### src/rtl/memory_stage_if.sv
// Shared control word type and the data-memory req/ack bus used by memory_stage.
package memory_stage_pkg;

    typedef struct packed {
        logic       mem_read;
        logic       mem_write;
        logic       reg_write;
        logic [2:0] funct3;
    } control_type;

endpackage

// Data-memory handshake: the stage is master, the memory is slave.
interface memory_stage_if;

    logic        dmem_req;
    logic        dmem_we;
    logic [31:0] dmem_addr;
    logic [3:0]  dmem_be;
    logic [31:0] dmem_wdata;
    logic        dmem_ack;
    logic [31:0] dmem_rdata;

    modport master (
        output dmem_req,
        output dmem_we,
        output dmem_addr,
        output dmem_be,
        output dmem_wdata,
        input  dmem_ack,
        input  dmem_rdata
    );

    modport slave (
        input  dmem_req,
        input  dmem_we,
        input  dmem_addr,
        input  dmem_be,
        input  dmem_wdata,
        output dmem_ack,
        output dmem_rdata
    );

endinterface

### src/rtl/memory_stage.sv
// Memory pipeline stage: byte/half/word loads and stores over a req/ack bus,
// misalignment and timeout detection, and the MEM/WB pipeline register.
module memory_stage
    import memory_stage_pkg::*;
#(
    parameter int TIMEOUT_CYCLES = 16,
    parameter int CNT_W          = 5
) (
    input  logic                  clk,
    input  logic                  reset,
    input  logic                  valid_in,
    input  logic [31:0]           alu_data_in,
    input  logic [31:0]           memory_data_in,
    input  control_type           control_in,
    input  logic                  compflg_in,
    output logic                  stall,
    memory_stage_if.master        dmem,
    output logic                  valid_out,
    output logic [31:0]           alu_data_out,
    output logic [31:0]           mem_data_out,
    output control_type           control_out,
    output logic                  compflg_out,
    output logic                  misaligned_flag,
    output logic                  bus_error_flag
);

    typedef enum logic {IDLE, ACCESS} state_t;

    localparam logic [CNT_W-1:0] LAST_COUNT = CNT_W'(TIMEOUT_CYCLES - 1);

    state_t           state;
    logic [CNT_W-1:0] counter;

    logic        mem_op;
    logic        misaligned;
    logic        timeout;
    logic [1:0]  byte_sel;
    logic [7:0]  load_byte;
    logic [15:0] load_half;
    logic [31:0] load_ext;
    logic [31:0] store_data;
    logic [3:0]  store_be;

    logic [31:0] next_mem_data;
    logic        next_valid;
    logic        next_misaligned;
    logic        next_bus_error;
    control_type next_control;

    // Classify the incoming instruction and detect misaligned halfword/word accesses.
    always_comb begin
        byte_sel   = alu_data_in[1:0];
        mem_op     = valid_in & (control_in.mem_read | control_in.mem_write);
        misaligned = 1'b0;
        case (control_in.funct3)
            3'b001, 3'b101: misaligned = byte_sel[0];
            3'b010:         misaligned = (byte_sel != 2'b00);
            default:        misaligned = 1'b0;
        endcase
    end

    // Pick the addressed byte/half out of the read word and extend it.
    always_comb begin
        load_byte = dmem.dmem_rdata[{byte_sel, 3'b000} +: 8];
        load_half = byte_sel[1] ? dmem.dmem_rdata[31:16] : dmem.dmem_rdata[15:0];
        case (control_in.funct3)
            3'b000:  load_ext = {{24{load_byte[7]}}, load_byte};
            3'b001:  load_ext = {{16{load_half[15]}}, load_half};
            3'b100:  load_ext = {24'h0, load_byte};
            3'b101:  load_ext = {16'h0, load_half};
            default: load_ext = dmem.dmem_rdata;
        endcase
    end

    // Replicate store data across lanes and enable only the addressed bytes.
    always_comb begin
        case (control_in.funct3)
            3'b000: begin
                store_be   = 4'b0001 << byte_sel;
                store_data = {4{memory_data_in[7:0]}};
            end
            3'b001: begin
                store_be   = 4'b0011 << byte_sel;
                store_data = {2{memory_data_in[15:0]}};
            end
            default: begin
                store_be   = 4'b1111;
                store_data = memory_data_in;
            end
        endcase
    end

    // Bus drive and stall; the timeout cycle still shows req but lets MEM/WB load the error.
    always_comb begin
        timeout         = (state == ACCESS) && !dmem.dmem_ack && (counter == LAST_COUNT);
        dmem.dmem_req   = !reset && (state == ACCESS);
        dmem.dmem_we    = control_in.mem_write;
        dmem.dmem_addr  = {alu_data_in[31:2], 2'b00};
        dmem.dmem_be    = control_in.mem_write ? store_be : 4'b1111;
        dmem.dmem_wdata = store_data;
        if (reset) begin
            stall = 1'b0;
        end else if (state == IDLE) begin
            stall = mem_op && !misaligned;
        end else begin
            stall = !dmem.dmem_ack && !timeout;
        end
    end

    // Values MEM/WB takes whenever the stage is not stalled.
    always_comb begin
        next_valid      = valid_in;
        next_mem_data   = 32'h0;
        next_misaligned = 1'b0;
        next_bus_error  = 1'b0;
        next_control    = control_in;
        if (state == ACCESS) begin
            next_valid = 1'b1;
            if (dmem.dmem_ack) begin
                if (!control_in.mem_write) begin
                    next_mem_data = load_ext;
                end
            end else begin
                next_bus_error         = 1'b1;
                next_control.reg_write = 1'b0;
            end
        end else if (mem_op && misaligned) begin
            next_misaligned        = 1'b1;
            next_control.reg_write = 1'b0;
        end
    end

    // Access FSM, timeout counter and MEM/WB register.
    always_ff @(posedge clk or posedge reset) begin
        if (reset) begin
            state           <= IDLE;
            counter         <= '0;
            valid_out       <= 1'b0;
            alu_data_out    <= 32'h0;
            mem_data_out    <= 32'h0;
            control_out     <= '0;
            compflg_out     <= 1'b0;
            misaligned_flag <= 1'b0;
            bus_error_flag  <= 1'b0;
        end else begin
            case (state)
                IDLE: begin
                    if (mem_op && !misaligned) begin
                        state   <= ACCESS;
                        counter <= '0;
                    end
                end
                ACCESS: begin
                    if (dmem.dmem_ack || timeout) begin
                        state <= IDLE;
                    end else begin
                        counter <= counter + CNT_W'(1);
                    end
                end
                default: state <= IDLE;
            endcase
            if (!stall) begin
                valid_out       <= next_valid;
                alu_data_out    <= alu_data_in;
                mem_data_out    <= next_mem_data;
                control_out     <= next_control;
                compflg_out     <= compflg_in;
                misaligned_flag <= next_misaligned;
                bus_error_flag  <= next_bus_error;
            end
        end
    end

endmodule
### src/flat_wrapper.sv
// flat-port wrapper written by rule: the top's interface ports become plain ports
module memory_stage_flat import memory_stage_pkg::*;
#(
    parameter int TIMEOUT_CYCLES = 16,
    parameter int CNT_W          = 5
)
  (clk, reset, valid_in, alu_data_in, memory_data_in, control_in, compflg_in, stall, valid_out, alu_data_out, mem_data_out, control_out, compflg_out, misaligned_flag, bus_error_flag, dmem_dmem_req, dmem_dmem_we, dmem_dmem_addr, dmem_dmem_be, dmem_dmem_wdata, dmem_dmem_ack, dmem_dmem_rdata);
  memory_stage_if dmem_i ();
  input  logic clk;
  input  logic reset;
  input  logic valid_in;
  input  logic [31:0] alu_data_in;
  input  logic [31:0] memory_data_in;
  input  control_type control_in;
  input  logic compflg_in;
  output logic stall;
  output logic valid_out;
  output logic [31:0] alu_data_out;
  output logic [31:0] mem_data_out;
  output control_type control_out;
  output logic compflg_out;
  output logic misaligned_flag;
  output logic bus_error_flag;
  output wire logic [$bits(dmem_i.dmem_req)-1:0] dmem_dmem_req;
  output wire logic [$bits(dmem_i.dmem_we)-1:0] dmem_dmem_we;
  output wire logic [$bits(dmem_i.dmem_addr)-1:0] dmem_dmem_addr;
  output wire logic [$bits(dmem_i.dmem_be)-1:0] dmem_dmem_be;
  output wire logic [$bits(dmem_i.dmem_wdata)-1:0] dmem_dmem_wdata;
  input wire logic [$bits(dmem_i.dmem_ack)-1:0] dmem_dmem_ack;
  input wire logic [$bits(dmem_i.dmem_rdata)-1:0] dmem_dmem_rdata;
  assign dmem_dmem_req = dmem_i.dmem_req;
  assign dmem_dmem_we = dmem_i.dmem_we;
  assign dmem_dmem_addr = dmem_i.dmem_addr;
  assign dmem_dmem_be = dmem_i.dmem_be;
  assign dmem_dmem_wdata = dmem_i.dmem_wdata;
  assign dmem_i.dmem_ack = dmem_dmem_ack;
  assign dmem_i.dmem_rdata = dmem_dmem_rdata;
  memory_stage #(.TIMEOUT_CYCLES(TIMEOUT_CYCLES), .CNT_W(CNT_W)) u_core (.clk(clk), .reset(reset), .valid_in(valid_in), .alu_data_in(alu_data_in), .memory_data_in(memory_data_in), .control_in(control_in), .compflg_in(compflg_in), .stall(stall), .dmem(dmem_i), .valid_out(valid_out), .alu_data_out(alu_data_out), .mem_data_out(mem_data_out), .control_out(control_out), .compflg_out(compflg_out), .misaligned_flag(misaligned_flag), .bus_error_flag(bus_error_flag));
endmodule
### config.mk
export PLATFORM = sky130hd
export DESIGN_NAME = memory_stage_flat
export DESIGN_NICKNAME = d
export VERILOG_FILES = /design/src/rtl/memory_stage_if.sv /design/src/rtl/memory_stage.sv /design/src/flat_wrapper.sv
export SDC_FILE = /design/constraint.sdc
export NUM_CORES = 1
export LEC_CHECK = 0
export BUFFER_PORTS_ARGS = -buffer_cell sky130_fd_sc_hd__buf_2
export CORE_AREA = 2 2 113 115
export CTS_CLUSTER_SIZE = 8
export DETAILED_ROUTE_END_ITERATION = 7
export DIE_AREA = 0 0 115 117
export GPL_ROUTABILITY_DRIVEN = 0
export HOLD_SLACK_MARGIN = 0.15
export MAX_ROUTING_LAYER = met4
export PLACE_DENSITY = 0.76
export SYNTH_ARGS = -nofsm -noshare
export SYNTH_HDL_FRONTEND = slang
export SYNTH_SLANG_ARGS = --single-unit
export TNS_END_PERCENT = 50
### constraint.sdc
create_clock -name clk -period 4.8 [get_ports clk]
set_input_delay 0.96 -clock clk [delete_from_list [all_inputs] [get_ports clk]]
set_output_delay 0.96 -clock clk [all_outputs]
set_load 0.02 [all_outputs]
---- Word-level counts from Yosys, hierarchy flattened ----
Index checks and enable logic that the tools add are counted.
word-level totals
  register bits after elaboration ......... 80
  input bits .............................. 107
  output and inout bits ................... 145
  logic and storage cells ................. 66
cells by class
  add/subtract/negate cells ............... 1
  equality and inequality tests ........... 7
  shifts and indexed selects .............. 3
  muxes and demuxes ....................... 25
  bitwise operators ....................... 3
  reductions and logical operators ........ 15
operators by type and width
  cell                                                  count
  one-hot mux 32 bit (4 select lines)                   1
  2-to-1 mux 32 bit                                     3
  one-hot mux 32 bit (2 select lines)                   1
  variable part select 32 x 6 -> 8 bit                  1
  2-to-1 mux 16 bit                                     1
  2-to-1 mux 1 bit                                      12
  2-to-1 mux 5 bit                                      2
  one-hot mux 5 bit (2 select lines)                    1
  one-hot mux 4 bit (2 select lines)                    1
  equality test 3 bit (second input constant)           2
  logical AND 1 bit                                     6
  adder 5 x 1 -> 5 bit (second input constant)          1
  equality test 5 x 4 -> 1 bit (second input constant)  1
  zero test 1 bit                                       4
  2-to-1 mux 4 bit                                      1
  inequality test 2 bit (second input constant)         2
  one-hot mux 1 bit (2 select lines)                    2
  << shifter 1 x 2 -> 4 bit (first input constant)      1
  << shifter 2 x 2 -> 4 bit (first input constant)      1
  equality test 3 x 1 -> 1 bit (second input constant)  1
  equality test 3 x 2 -> 1 bit (second input constant)  1
  zero test 3 bit                                       1
  AND reduction 2 bit                                   1
  nonzero test 2 bit                                    1
  5 further kinds                                       5

---- Depth between registers and ports, before layout ----
  word-level depth ........................ 7
  mapped depth ............................ 9
  depth with buffers taken out ............ 7

---- Worst setup path before layout ----
Ideal clock, no wire load.
  kind .................................... input-to-reg
  from .................................... input port reset
  to ...................................... register u_core.mem_data_out[15]
  library setup time ...................... 0.090 ns
  arrival ................................. 4.321 ns
  required time ........................... 4.710 ns
  slack ................................... 0.389 ns
  stages on the path ...................... 6
  cells stage by stage .................... clkbuf_1 inv_1 clkbuf_1 clkbuf_1 nand2_1 o22ai_1
between the ends
  longest elaborated chain between the ends .. 1
RTL lines
  item                  line                 source
  from (decl)           flat_wrapper.sv:10   input logic reset;
  2-to-1 mux 1 bit      memory_stage.sv:101  if (reset) begin
  to (signal assigned)  memory_stage.sv:165  mem_data_out <= next_mem_data;
  to (decl)             memory_stage.sv:20   output logic [31:0] mem_data_out,
No other way between the ends.
A chain may end at the register's enable or synchronous reset.

---- Worst setup path after layout ----
  from .................................... input port control_in[1] (netlist bit)
  to ...................................... output port dmem_dmem_wdata[28]
between the ends
  longest elaborated chain between the ends .. 2
  elaborated cells between the ends (all ways) .. 3
  those cells by class .................... eq/ne: 1; mux: 1; reduce/logical: 1
RTL lines
  item                                                                    line                source
  from (decl)                                                             flat_wrapper.sv:14  input control_type control_in;
  equality test 3 x 1 -> 1 bit / zero test 3 bit (equally long branches)  memory_stage.sv:77  case (control_in.funct3)
  one-hot mux 32 bit (2 select lines) (*)                                 memory_stage.sv:77
  to (decl)                                                               flat_wrapper.sv:28  output wire logic [$bits(dmem_i.dmem_wdata)-1:0] dmem_dmem_wdata;
Every way passes the cells marked *; elsewhere a longest branch is shown, timed or not.

==> results.toml <==
[sta]
hold_violations = 0
fmax_mhz = 290.4
rsz0062_at_grt = "false"
finalCriticalPeriod_ps = 3443
finalSetupViolCount = 0
worst_slack_ps = 1357
worst_slew_pin_slew_ps = 1004
fin_crit_sh_pct = 71.73
maxSlewViolCount = 0
skew_ps = 7.885
fin_setup_tns_ps = 0
maxSlewHeadroom_pct = 33.03

[clock_tree]
cts_hold_buffers = 0
cts_buffers = 9
post-cts-setup-buffer-count = 0
cts_sinks = 80
clk_latency_ps = 340
clockRootBuffer = "clkbuf_16"
path_clk_slew_ps = 50
htree_num_levels = 3
cts_tree = "done"
ctsResizeCount = 0
cts_buffer_depth = 2

[layout]
final_cells = 887
fillers = 1179
num_antenna_cells = 0
nNetsFinal = 841
drive_gt1_share_pct = 43.55
syn_to_final_growth_pct = 25.55

[hold_path]
worstHoldPathType = "reg2reg"
hold_end = "u_core.mem_data_out[7]"
min_path_cells = 1
hold_start = "u_core.mem_data_out[7]"

[logic_synthesis]
ys_types = 55
syn_area_um2 = 5030
synthCells = 550
yosys.area.top_type = "dfrtp_1"
syn_avg_cell_area_um2 = 9.145
dominantRegCellSynth = "dfrtp_1"
ys_seq_area_share_pct = 39.80
synth_area_leaders = "dfrtp_1, o211ai_1, nand2_1"
yosys_warnings = 0
synth_top_area_share_pct = 39.80
synth_edf_count = 0
synthArstFlopShare_pct = 100.0
ys_ff_latch = 80

[critical_path]
path_buf_inv = 3
critical_path_arrival_ps = 2480
crit_type = "in2out"
r2r_start = "u_core.counter[0]"
crit_fanout = 22
cpMostUsedCell = "buf_2"
cpPeakStageDelay_ps = 740
path_cells = "buf_2, nor2_2, buf_4, nor2_1, a21oi_1, buf_2"
crit_slowest_cell = "nor2_2"
r2r_slack_ps = 2350
cp-start-kind = "primary input"
reg2reg_to = "u_core.mem_data_out[30]"
required_ps = 3840
worstSetupEndpointType = "output port"
worstRegToRegCells = 7
crit_start = "control_in[1]"
worst_path_dominant_cell_family = "simple AND/OR/NAND/NOR gates"

[placed_design]
dp_hpwl_mm = 10.62
dp_slack_ps = 1335
io_buffers = 249
dp.cells = 871

[drt]
antenna_left = 0
num_vias = 4869
via_per_inst = 5.489
drc_errors = 0
wl_per_cell_um = 16.65
first_pass_iters = 5
drt_wl_total_mm = 14.77
drtIter0Drc = 413

[global_routing]
grt_usage_pct = 22.13
grt_util_met3_pct = 4.274
top_usage_layer = "met2"
grt_max_degree = 73
grt_pass1_vias = 4539
use_met2_pct = 35.73
grt_pass1_wl_mm = 22.84
met1_usage_pct = 28.11
antenna_found_initial = 0
gr-total-overflow = 0

[outcome]
status = "complete, no violations"

[floorplan]
die-area_um2 = 13460
fp.coreArea_um2 = 12310
num_rows = 41
io_pins = 252
initial_core_util_pct = 40.85
die_x_um = 115
die_h_um = 117

[run]
cap_violations = 0

[pwr]
vdd.ir_drop.worst_mv = 0.1573
p_per_area_nw_per_um2 = 326.6
p_leak_nw = 3.022
[cells in the mapped netlist, types with 2 or more instances]
library cell and instances:
clkbuf_1 25, o211ai_2 9, o32ai_1 9, nand2b_1 2, buf_6 3, xor2_1 2
ha_1 2, o211ai_1 70, o311ai_0 2, o2bb2ai_1 7, inv_1 22, inv_2 3
nand2_1 111, nor2_1 33, dfrtp_1 80, mux2_2 17, a32o_1 2, nand3_1 4
o311ai_1 4, buf_2 15, buf_4 43, o311ai_2 10, or3_1 2, o21ai_0 10
o221ai_1 6, mux2i_1 17, a21oi_1 12
[placed cells by master, fill, tap and decap left out, types with 3 or more instances in the layout]
| cell | synthesis | layout |
|---|---|---|
| nor2_1 | 33 | 32 |
| a21oi_1 | 12 | 12 |
| o211ai_1 | 70 | 70 |
| clkbuf_16 | 0 | 9 |
| o211ai_2 | 9 | 9 |
| mux2i_1 | 17 | 17 |
| inv_2 | 3 | 3 |
| buf_2 | 15 | 249 |
| o311ai_2 | 10 | 10 |
| nand3_1 | 4 | 4 |
| dfrtp_1 | 80 | 80 |
| mux2_2 | 17 | 17 |
| buf_4 | 43 | 7 |
| nand2_1 | 111 | 111 |
| inv_1 | 22 | 21 |
| o311ai_1 | 4 | 4 |
| o2bb2ai_1 | 7 | 7 |
| o21ai_0 | 10 | 10 |
| o221ai_1 | 6 | 6 |
| o32ai_1 | 9 | 9 |
[flip-flops by register name, indices dropped and copies added, names as in the netlist]
register / count
u_core.bus_error_flag: 1
u_core.mem_data_out: 32
u_core.alu_data_out: 32
u_core.state: 1
u_core.valid_out: 1
u_core.compflg_out: 1
u_core.misaligned_flag: 1
u_core.control_out: 6
u_core.counter: 5
[power breakdown]
group	internal [mW]	switching [mW]
Combinational	0.203	0.388
Clock	0.416	0.276
Sequential	0.741	0.0380
[layout make-up]
type,instances,area (µm²),share of cell area [%]
inverters,26,100.1,1.585
clock inverters,5,56.30,0.8916
repair buffers,257,1319,20.88
multi-input cells,358,2407,38.12
well taps,150,187.7,2.972
flip-flops and latches,80,2002,31.70
clock buffers,11,242.7,3.844
[logic make-up after synthesis]
kind of cell,count (synthesis),share of synthesized area (%)
AND/OR/NAND/NOR,162,13.18
AO/OA/AOI/OAI,155,26.00
buffers and inverters,113,12.46
multiplexers,35,7.637
XOR/XNOR,2,0.3483
flip-flops,80,39.80
other,1,0.07456
adder cells (fa/ha/maj),2,0.4974
[routing by layer]
metal,share of wire [%],vias up
li1,-,2298
met1,42,2299
met2,48,244
met3,7.6,28
met4,2.0,0
met5,0,-
[worst max-delay path by stage]
| stage | slack [ps] | to | cells after the start |
|---|---|---|---|
| floorplan | 90 | u_core.alu_data_out[0] | 4 |
| global placement | 1400 | dmem_dmem_wdata[12] | 4 |
| detailed placement | 1330 | dmem_dmem_wdata[15] | 4 |
| CTS | 1330 | dmem_dmem_wdata[13] | 4 |
| global route | 1190 | dmem_dmem_wdata[31] | 6 |
| finish | 1360 | dmem_dmem_wdata[28] | 6 |
[through the flow]
| step | cell area, µm² | util, % | hold WS, ps | total power [mW] |
|---|---|---|---|---|
| 3_3_place_gp | 6016 | 48.86 | 507.9 | 1.376 |
| 4_1_cts | 6315 | 51.29 | 531.1 | 2.076 |
| 6_report | 6315 | 51.29 | 527.4 | 2.063 |
| 3_5_place_dp | 6016 | 48.86 | 517.2 | 1.382 |
| 5_1_grt | 6315 | 51.29 | 553.8 | 2.162 |
| 2_1_floorplan | 5034 | - | 490.1 | 1.196 |
Note: power is estimated with default switching activity, not from simulation.
